File: src/rtl/regfile_sequencer.sv
// Command sequencer for a 16x32 register file: turns READ/WRITE/COPY/SWAP
// commands into multi-cycle read/write strobe sequences and returns one response each.
module regfile_sequencer #(
    parameter int DATA_W = 32,
    parameter int SEL_W  = 4
) (
    input  logic              in_clk,
    input  logic              in_clr,
    input  logic              in_cmd_valid,
    output logic              out_cmd_ready,
    input  logic [1:0]        in_cmd_op,
    input  logic [SEL_W-1:0]  in_cmd_ra,
    input  logic [SEL_W-1:0]  in_cmd_rb,
    input  logic [DATA_W-1:0] in_cmd_wdata,
    output logic              out_rsp_valid,
    input  logic              in_rsp_ready,
    output logic [DATA_W-1:0] out_rsp_data,
    output logic [SEL_W-1:0]  out_rf_Aselect,
    input  logic [DATA_W-1:0] in_rf_Adata,
    output logic              out_rf_read,
    output logic [SEL_W-1:0]  out_rf_Cselect,
    output logic [DATA_W-1:0] out_rf_Cdata,
    output logic              out_rf_write,
    output logic              out_busy
);

    localparam logic [1:0] OP_READ  = 2'b00;
    localparam logic [1:0] OP_WRITE = 2'b01;
    localparam logic [1:0] OP_COPY  = 2'b10;
    localparam logic [1:0] OP_SWAP  = 2'b11;

    typedef enum logic [2:0] {
        S_IDLE,
        S_RD_A,
        S_RD_B,
        S_WR_A,
        S_WR_B,
        S_RESP
    } state_t;

    state_t              r_state;
    logic [1:0]          r_op;
    logic [SEL_W-1:0]    r_ra;
    logic [SEL_W-1:0]    r_rb;
    logic [DATA_W-1:0]   r_wdata;
    logic [DATA_W-1:0]   r_tmp0;
    logic [DATA_W-1:0]   r_tmp1;
    logic                r_rsp_valid;
    logic [DATA_W-1:0]   r_rsp_data;
    logic [SEL_W-1:0]    r_rf_aselect;
    logic                r_rf_read;
    logic [SEL_W-1:0]    r_rf_cselect;
    logic [DATA_W-1:0]   r_rf_cdata;
    logic                r_rf_write;

    // Register 0 is hard-wired zero, so a write aimed at it is suppressed.
    function automatic logic wr_allowed(input logic [SEL_W-1:0] sel);
        return (sel != '0);
    endfunction

    assign out_cmd_ready  = (r_state == S_IDLE) & in_clr;
    assign out_busy       = (r_state != S_IDLE);
    assign out_rsp_valid  = r_rsp_valid;
    assign out_rsp_data   = r_rsp_data;
    assign out_rf_Aselect = r_rf_aselect;
    assign out_rf_read    = r_rf_read;
    assign out_rf_Cselect = r_rf_cselect;
    assign out_rf_Cdata   = r_rf_cdata;
    assign out_rf_write   = r_rf_write;

    // Outputs are computed for the state being entered, so each strobe is
    // registered and lines up exactly with its state's cycle.
    always_ff @(posedge in_clk or negedge in_clr) begin
        if (!in_clr) begin
            r_state      <= S_IDLE;
            r_op         <= '0;
            r_ra         <= '0;
            r_rb         <= '0;
            r_wdata      <= '0;
            r_tmp0       <= '0;
            r_tmp1       <= '0;
            r_rsp_valid  <= 1'b0;
            r_rsp_data   <= '0;
            r_rf_aselect <= '0;
            r_rf_read    <= 1'b0;
            r_rf_cselect <= '0;
            r_rf_cdata   <= '0;
            r_rf_write   <= 1'b0;
        end else begin
            r_rf_read  <= 1'b0;
            r_rf_write <= 1'b0;
            case (r_state)
                S_IDLE: begin
                    if (in_cmd_valid) begin
                        r_op    <= in_cmd_op;
                        r_ra    <= in_cmd_ra;
                        r_rb    <= in_cmd_rb;
                        r_wdata <= in_cmd_wdata;
                        case (in_cmd_op)
                            OP_WRITE: begin
                                r_state      <= S_WR_A;
                                r_rf_cselect <= in_cmd_ra;
                                r_rf_cdata   <= in_cmd_wdata;
                                r_rf_write   <= wr_allowed(in_cmd_ra);
                            end
                            OP_COPY: begin
                                r_state      <= S_RD_B;
                                r_rf_aselect <= in_cmd_rb;
                                r_rf_read    <= 1'b1;
                            end
                            default: begin
                                r_state      <= S_RD_A;
                                r_rf_aselect <= in_cmd_ra;
                                r_rf_read    <= 1'b1;
                            end
                        endcase
                    end
                end
                S_RD_A: begin
                    r_tmp0 <= in_rf_Adata;
                    if (r_op == OP_SWAP) begin
                        r_state      <= S_RD_B;
                        r_rf_aselect <= r_rb;
                        r_rf_read    <= 1'b1;
                    end else begin
                        r_state     <= S_RESP;
                        r_rsp_valid <= 1'b1;
                        r_rsp_data  <= in_rf_Adata;
                    end
                end
                S_RD_B: begin
                    r_tmp1       <= in_rf_Adata;
                    r_state      <= S_WR_A;
                    r_rf_cselect <= r_ra;
                    r_rf_cdata   <= in_rf_Adata;
                    r_rf_write   <= wr_allowed(r_ra);
                end
                S_WR_A: begin
                    if (r_op == OP_SWAP) begin
                        r_state      <= S_WR_B;
                        r_rf_cselect <= r_rb;
                        r_rf_cdata   <= r_tmp0;
                        r_rf_write   <= wr_allowed(r_rb);
                    end else begin
                        r_state     <= S_RESP;
                        r_rsp_valid <= 1'b1;
                        r_rsp_data  <= (r_op == OP_WRITE) ? r_wdata : r_tmp1;
                    end
                end
                S_WR_B: begin
                    r_state     <= S_RESP;
                    r_rsp_valid <= 1'b1;
                    r_rsp_data  <= r_tmp0;
                end
                S_RESP: begin
                    if (in_rsp_ready) begin
                        r_state     <= S_IDLE;
                        r_rsp_valid <= 1'b0;
                    end
                end
                default: begin
                    r_state <= S_IDLE;
                end
            endcase
        end
    end

endmodule

File: config.mk
export PLATFORM = sky130hd
export DESIGN_NAME = regfile_sequencer
export DESIGN_NICKNAME = d
export VERILOG_FILES = /design/src/rtl/regfile_sequencer.sv
export SDC_FILE = /design/constraint.sdc
export NUM_CORES = 1
export LEC_CHECK = 0
export BUFFER_PORTS_ARGS = -buffer_cell sky130_fd_sc_hd__buf_2
export CAP_MARGIN = 20
export CORE_MARGIN = 1
export CORE_UTILIZATION = 35
export DETAILED_ROUTE_END_ITERATION = 6
export PLACE_DENSITY = 0.65
export RECOVER_POWER = 25
export SYNTH_ARGS = -nofsm -noshare
export SYNTH_HDL_FRONTEND = slang
export SYNTH_SLANG_ARGS = --single-unit
File: constraint.sdc
create_clock -name in_clk -period 1.7 [get_ports in_clk]
set_clock_uncertainty 0.05 [all_clocks]
set_input_delay 0.17 -clock in_clk [delete_from_list [all_inputs] [get_ports in_clk]]
set_output_delay 0.17 -clock in_clk [all_outputs]
set_load 0.005 [all_outputs]
==> flow_summary_export.csv, run 1 <==
group,metric,value,unit
worst_setup_path,critPathLaunchType,"register",
floorplan,die_h,160.0,µm
placed_design,place.gp.congestion,0.7828,
sta,hold_viol,0,
grt,grt_max_degree,79,
worst_setup_path,r2r_end,"out_rsp_data[15]",
routing,wl_per_cell,21.44,µm
logic_synthesis,ys_top_cells_by_area,"dfrtp_1, mux2_2, nand2_1, mux2i_1, a21oi_1",
power_and_ir_drop,p_leak,5.852,nW
routing,num_vias,7552,
logic_synthesis,syn_area,8740,µm²
logic_synthesis,synth_flop_cell,"dfrtp_1",
logic_synthesis,yosysTopAreaCell,"dfrtp_1",
final_layout,n_fill_cell,2122,
cts,cts_tree,"done",
sta,slew_violations,0,
floorplan,row_count,57,
final_layout,fin_cells,1411,
grt,grt.total_usage,20.88,%
placed_design,port_buffers,154,
grt,grt_first_pass_wirelength,41330,µm
cts,clockBufferDepth,2,
worst_setup_path,cp_slowest_cell,"dfrtp_1",
floorplan,die_w,160.0,µm
cts,cts_root_buffer,"clkbuf_16",
worst_setup_path,cp-startpoint,"r_state[1]",
logic_synthesis,synth_cells,787,
final_layout,drive_gt1_share,39.78,%
sta,rsz0062_at_grt,"yes",
routing,route.detailed.drc,0,
sta,worst-slew-pin-transition,447.5,ps
worst_setup_path,r2r-start,"r_state[1]",
worst_setup_path,required,1970,ps
final_layout,syn2layout_area_growth,47.23,%
final_layout,seqCellArea,4608,µm²
final_layout,fin_nets,1154,
cts,cts_buffers,17,
logic_synthesis,yosysWarnings,0,
floorplan,io_pins,155,
run_status,status,"finished, violations left",
routing,ant_nets,0,
floorplan,die-area,25610,µm²
sta,tns,-17260,ps
grt,grt-ovfl-total,0,
job,cap_violations,0,
worst_setup_path,ff2ff_setup_slack,-180,ps
worst_setup_path,endpoint_kind,"register",
placed_design,hpwl,15920,µm
cts,clk_pin_slew,70,ps
routing,drt_iter0_markers,415,
sta,setup_ws,-183.9,ps
routing,vias_per_cell,5.352,
logic_synthesis,synth_top_area_share,52.68,%
grt,grt_pass1_vias,7372,
min_path,hp-class,"in2reg",
grt,antenna_found_initial,2,
worst_setup_path,path_delay_family,"compound AO/OA/AOI/OAI gates",
worst_setup_path,critPathCapture,"out_rsp_data[15]",
cts,htree_num_levels,4,
logic_synthesis,synth_edf_count,0,
worst_setup_path,crit_cells,7,
worst_setup_path,worstPathArrival,2150,ps
logic_synthesis,synth_seq_cells,184,
placed_design,place_inst,1252,
cts,clock_latency,440,ps
logic_synthesis,ys_async_sr_fraction,100.0,%
final_layout,stdcell_area,12870,µm²
floorplan,core-area,24390,µm²
logic_synthesis,syn_avg_cell_area,11.10,µm²
power_and_ir_drop,vdd_drop_max,801.5,µV
floorplan,initial_core_util,35.83,%
worst_setup_path,worst-setup-path-type,"reg2reg",
final_layout,multiInputGateArea,4182,µm²
worst_setup_path,worst_r2r_path_depth,7,
logic_synthesis,yosysUniqueCellTypes,41,
worst_setup_path,crit_fanout,9,
placed_design,place_area,10180,µm²
logic_synthesis,yosysSeqAreaShare,52.68,%
sta,max_freq,530.8,MHz
sta,holdWs,37.10,ps
routing,first_pass_iters,7,
sta,relSlewSlack,70.17,%
worst_setup_path,critPathMaxStageDelay,410,ps
worst_setup_path,crit_buf_inv,3,
sta,post-route-period-util,110.8,%
power_and_ir_drop,power.density,1958,nW/µm²
worst_setup_path,cp_cell_sequence,"buf_6 -> buf_6 -> nor2_4 -> nand2_8 -> clkbuf_16 -> o21a_1 -> o32a_1",
cts,cts.sinks,184,
worst_setup_path,crit_path_frequent_cell,"buf_6",
routing,wirelength,30250,µm
logic_synthesis,syn_nets,868,
sta,setup_viol,179,
run_status,violations,"setup timing",
sta,min_period,1884,ps
==> how the worst min path moves through the flow <==
stage                 start                end  cells past startpoint
2_1_floorplan        in_clr  out_rf_Aselect[0]                      0
3_3_place_gp         in_clr        out_rf_read                      1
3_5_place_dp         in_clr        out_rf_read                      1
4_1_cts        in_rsp_ready      out_rsp_valid                      4
5_1_grt        in_cmd_op[1]            r_op[1]                      3
6_report       in_rsp_ready      out_rsp_valid                      4
==> tightest hold or removal path, delay by kind of cell <==
family                 cells  cell delay [ps]
buffers and inverters      2              160
AOI/OAI and AO/OA          2              150
==> routing by layer <==
layer	track usage, %	share of wire (%)
met5	0	0.043
met4	7.662	2.0
met3	3.065	4.8
met2	34.72	49
met1	27.59	44
==> power by group <==
part	switching [mW]	internal, mW	total, mW
combinational	5.57	7.01	12.6
clock	1.83	2.72	4.55
sequential	1.49	6.59	8.07
==> synthesized netlist by cell type, drive strengths merged (2+ instances only) <==
library cell and count:
nor2b 3, mux2 104, nand2b 3, o32a 32, dfrtp 184, o21a 34, inv 4, nand2 111
a21oi 71, nor2 38, buf 34, a211oi 2, o21ai 40, mux2i 40, o221a 4, nor3 2
nor3b 2, ha 3, clkbuf 28, nand3b 2, nand3 3, and3 33
==> registers in the layout (all words and copies together), names as in the netlist <==
signal,cells
out_rf_Cdata,32
out_rf_read,1
r_op,2
out_rf_Cselect,4
r_tmp1,32
r_rb,4
r_wdata,32
out_rf_write,1
r_state,3
r_tmp0,32
out_rf_Aselect,4
out_rsp_valid,1
r_ra,4
out_rsp_data,32
==> cell type report <==
class	instances	share of cell area [%]
multi-input cells	540	32.50
flip-flops and latches	184	35.81
inverters	4	0.1167
well taps	324	3.151
clock buffers	20	3.549
diodes	1	0.01945
clock inverters	12	1.614
repair buffers	326	23.24
==> logic make-up (layout without fill, tap and decap cells) <==
family	count (synthesis)	count (layout)	share of synthesized area [%]
compound gates	188	190	14.19
fa+ha+maj	3	3	0.4295
buf+inv	66	362	3.779
flops	184	184	52.68
mux	144	144	17.98
other cells	0	1	0
simple gates	202	203	10.94
==> cells in the final DEF, fill, tap and decap left out, drive strengths merged <==
master	count
nor3b	2
buf	235
nor3	2
nor4b	1
mux2i	40
inv	9
nor4	1
nand3	3
nor2	38
o211ai	1
clkbuf	36
o21a	34
a21oi	71
a221o	3
nor2b	3
ha	3
and2	1
nand2	112
diode	1
and3	33
o21ba	1
bufinv	5
o41ai	1
nand3b	2
or4	1
dlygate4sd3	74
mux2	104
o32a	32
nand2b	3
or3	1
o311ai	1
bufbuf	1
clkinv	2
a211oi	2
dfrtp	184
o21ai	40
o221a	4
==> timing repair <==
item,in CTS,in global routing
setup endpoints to repair,84,178
buffers inserted,12,7
hold buffers,74,0
endpoints found under the hold margin,167,0
gates cloned,6,27
pin swaps,9,23
resized for setup,47,74
==> per-stage QoR <==
stage / worst slack, ps / total power [mW] / util (%)
6_report: -183.9 / 25.20 / 52.75
5_1_grt: -218.0 / 26.47 / 52.75
4_1_cts: -119.1 / 22.91 / 49.31
3_5_place_dp: -61.47 / 17.16 / 41.74
3_3_place_gp: -21.96 / 16.89 / 41.74
2_1_floorplan: 40.96 / 13.70 / -
Power figures use the tool's default switching activity.
==> inputs of run 2 (changes only) <==
- REMOVE_ABC_BUFFERS: unset -> 1
==> flow_summary_export.csv, run 2 (synthesis results as in run 1) <==
group,metric,value,unit
worst_setup_path,r2r-start,"r_state[0]",
sta,rsz0062_at_grt,"yes",
worst_setup_path,ff2ff_setup_slack,-170,ps
final_layout,multiInputGateArea,4538,µm²
cts,cts.sinks,184,
run_status,violations,"setup timing",
routing,vias_per_cell,5.360,
sta,worst-slew-pin-transition,668.8,ps
worst_setup_path,crit_fanout,20,
cts,htree_num_levels,4,
job,cap_violations,0,
routing,wirelength,30990,µm
sta,setup_viol,146,
power_and_ir_drop,p_leak,6.000,nW
min_path,hold_path_end,"r_op[1]",
sta,hold_viol,0,
sta,slew_violations,0,
sta,setup_ws,-170.7,ps
grt,grt_pass1_vias,7296,
final_layout,diodes,0,
grt,grt_max_degree,78,
grt,grt_first_pass_wirelength,40470,µm
worst_setup_path,worstPathArrival,2130,ps
min_path,min_from,"in_cmd_op[1]",
placed_design,port_buffers,154,
routing,wl_per_cell,22.06,µm
sta,max_freq,534.6,MHz
routing,drt_iter0_markers,507,
final_layout,drive_gt1_share,43.85,%
worst_setup_path,required,1960,ps
cts,cts_buffers,17,
worst_setup_path,endpoint_kind,"register",
floorplan,die_w,160.0,µm
final_layout,final_cell_mix,"dfrtp_1, buf_2, mux2_4",
cts,clock_latency,430,ps
min_path,whs_path_depth,3,
final_layout,stdcell_area,13160,µm²
power_and_ir_drop,power.density,1958,nW/µm²
worst_setup_path,worst_r2r_path_depth,6,
worst_setup_path,critPathLaunchType,"register",
worst_setup_path,critPathMaxStageDelay,510,ps
run_status,status,"finished, violations left",
sta,relSlewSlack,55.32,%
worst_setup_path,r2r_end,"out_rsp_data[12]",
final_layout,syn2layout_area_growth,50.62,%
final_layout,fin_nets,1149,
final_layout,final_common_cell,"dfrtp_1",
cts,clockBufferDepth,2,
cts,clk_pin_slew,70,ps
routing,ant_nets,0,
placed_design,hpwl,15310,µm
routing,num_vias,7531,
sta,min_period,1871,ps
final_layout,seqCellArea,4611,µm²
final_layout,n_fill_cell,2124,
grt,grt.total_usage,20.33,%
grt,grt-ovfl-total,0,
floorplan,die-area,25610,µm²
floorplan,die_h,160.0,µm
sta,post-route-period-util,110.0,%
floorplan,io_pins,155,
min_path,hp-class,"in2reg",
grt,antenna_found_initial,0,
power_and_ir_drop,vdd_drop_max,854.6,µV
worst_setup_path,cp_cell_sequence,"buf_8 -> nor2_4 -> nand2_8 -> buf_12 -> o21a_1 -> o32a_1",
worst_setup_path,cp_slowest_cell,"dfrtp_4",
routing,route.detailed.drc,0,
power_and_ir_drop,finalPower,25.78,mW
cts,cts_tree,"done",
worst_setup_path,worst-setup-path-type,"reg2reg",
routing,first_pass_iters,4,
cts,cts_root_buffer,"clkbuf_16",
placed_design,place.gp.congestion,0.7796,
floorplan,row_count,57,
sta,holdWs,22.37,ps
floorplan,initial_core_util,35.83,%
placed_design,place_area,10160,µm²
floorplan,core-area,24390,µm²
## run 2: changes by cell type in the layout (fill, tap and decap cells not counted), moves of 7 or more
cell / change
and3_4: -9
buf_4: -9
mux2_2: -37
nand2_4: +20
mux2_4: +36
and3_1: +9
nand2_2: +16
nand2_1: -37
buf_12: +7
o21ai_2: +17
o21ai_0: -15
## run 2: worst max path at each step
stage | start | end | slack [ps]
2_1_floorplan | r_state[0] | out_rsp_data[0] | -2490
3_3_place_gp | r_state[0] | r_tmp0[25] | -110
3_5_place_dp | r_state[0] | r_tmp0[19] | -120
4_1_cts | r_state[0] | out_cmd_ready | -160
5_1_grt | r_state[0] | out_rf_Aselect[1] | -200
6_report | r_state[0] | out_rsp_data[12] | -170
## run 2: cell type report
type	count	share of cell area (%)
clock buffer	18	3.336
clock inverter	14	1.293
inverter	4	0.1141
multi-input combinational	539	34.47
sequential	184	35.03
tap	324	3.080
timing repair buffer	322	22.68
## run 2: metal layers
layer  up-vias  GRT usage [%]  share of wire [%]
met5         -              0                  0
met2       266          34.15                 49
met3        46          3.506                4.7
met4         0          6.104                2.9
li1       3391              -                  -
met1      3828          26.76                 44
## run 2: through the flow
stage          utilization (%)  worst slack, ps  std cells  setup TNS [ps]
3_3_place_gp             41.66           -108.4       1248           -5562
6_report                 53.97           -170.7       1405          -12170
2_1_floorplan                -            -2490        725         -325570
4_1_cts                  48.52           -155.7       1372           -6624
5_1_grt                  53.97           -203.3       1405          -18390
3_5_place_dp             41.66           -118.7       1248           -7802
## run 2: critical path: cells and delay by family (launching register included)
kind            cells  cell delay, ps
compound gates      2             550
buf+inv             2             330
simple gates        2             320
flops               1             510
## run 2: timing repair
| item | CTS | global route |
|---|---|---|
| pin swaps | 3 | 61 |
| hold buffers | 74 | 0 |
| gates cloned | 4 | 25 |
| setup buffers | 14 | 10 |
| endpoints found under the hold margin | 170 | 0 |
| resized for setup | 23 | 232 |
| endpoints found under the setup margin | 145 | 182 |
## run 2: where the power goes
group	switching (mW)	internal, mW	leakage (nW)	total (mW)
combinational	5.96	7.37	3.50	13.3
clock	1.87	2.37	0.301	4.24
sequential	1.60	6.60	2.20	8.20
total	9.43	16.3	6.00	25.8
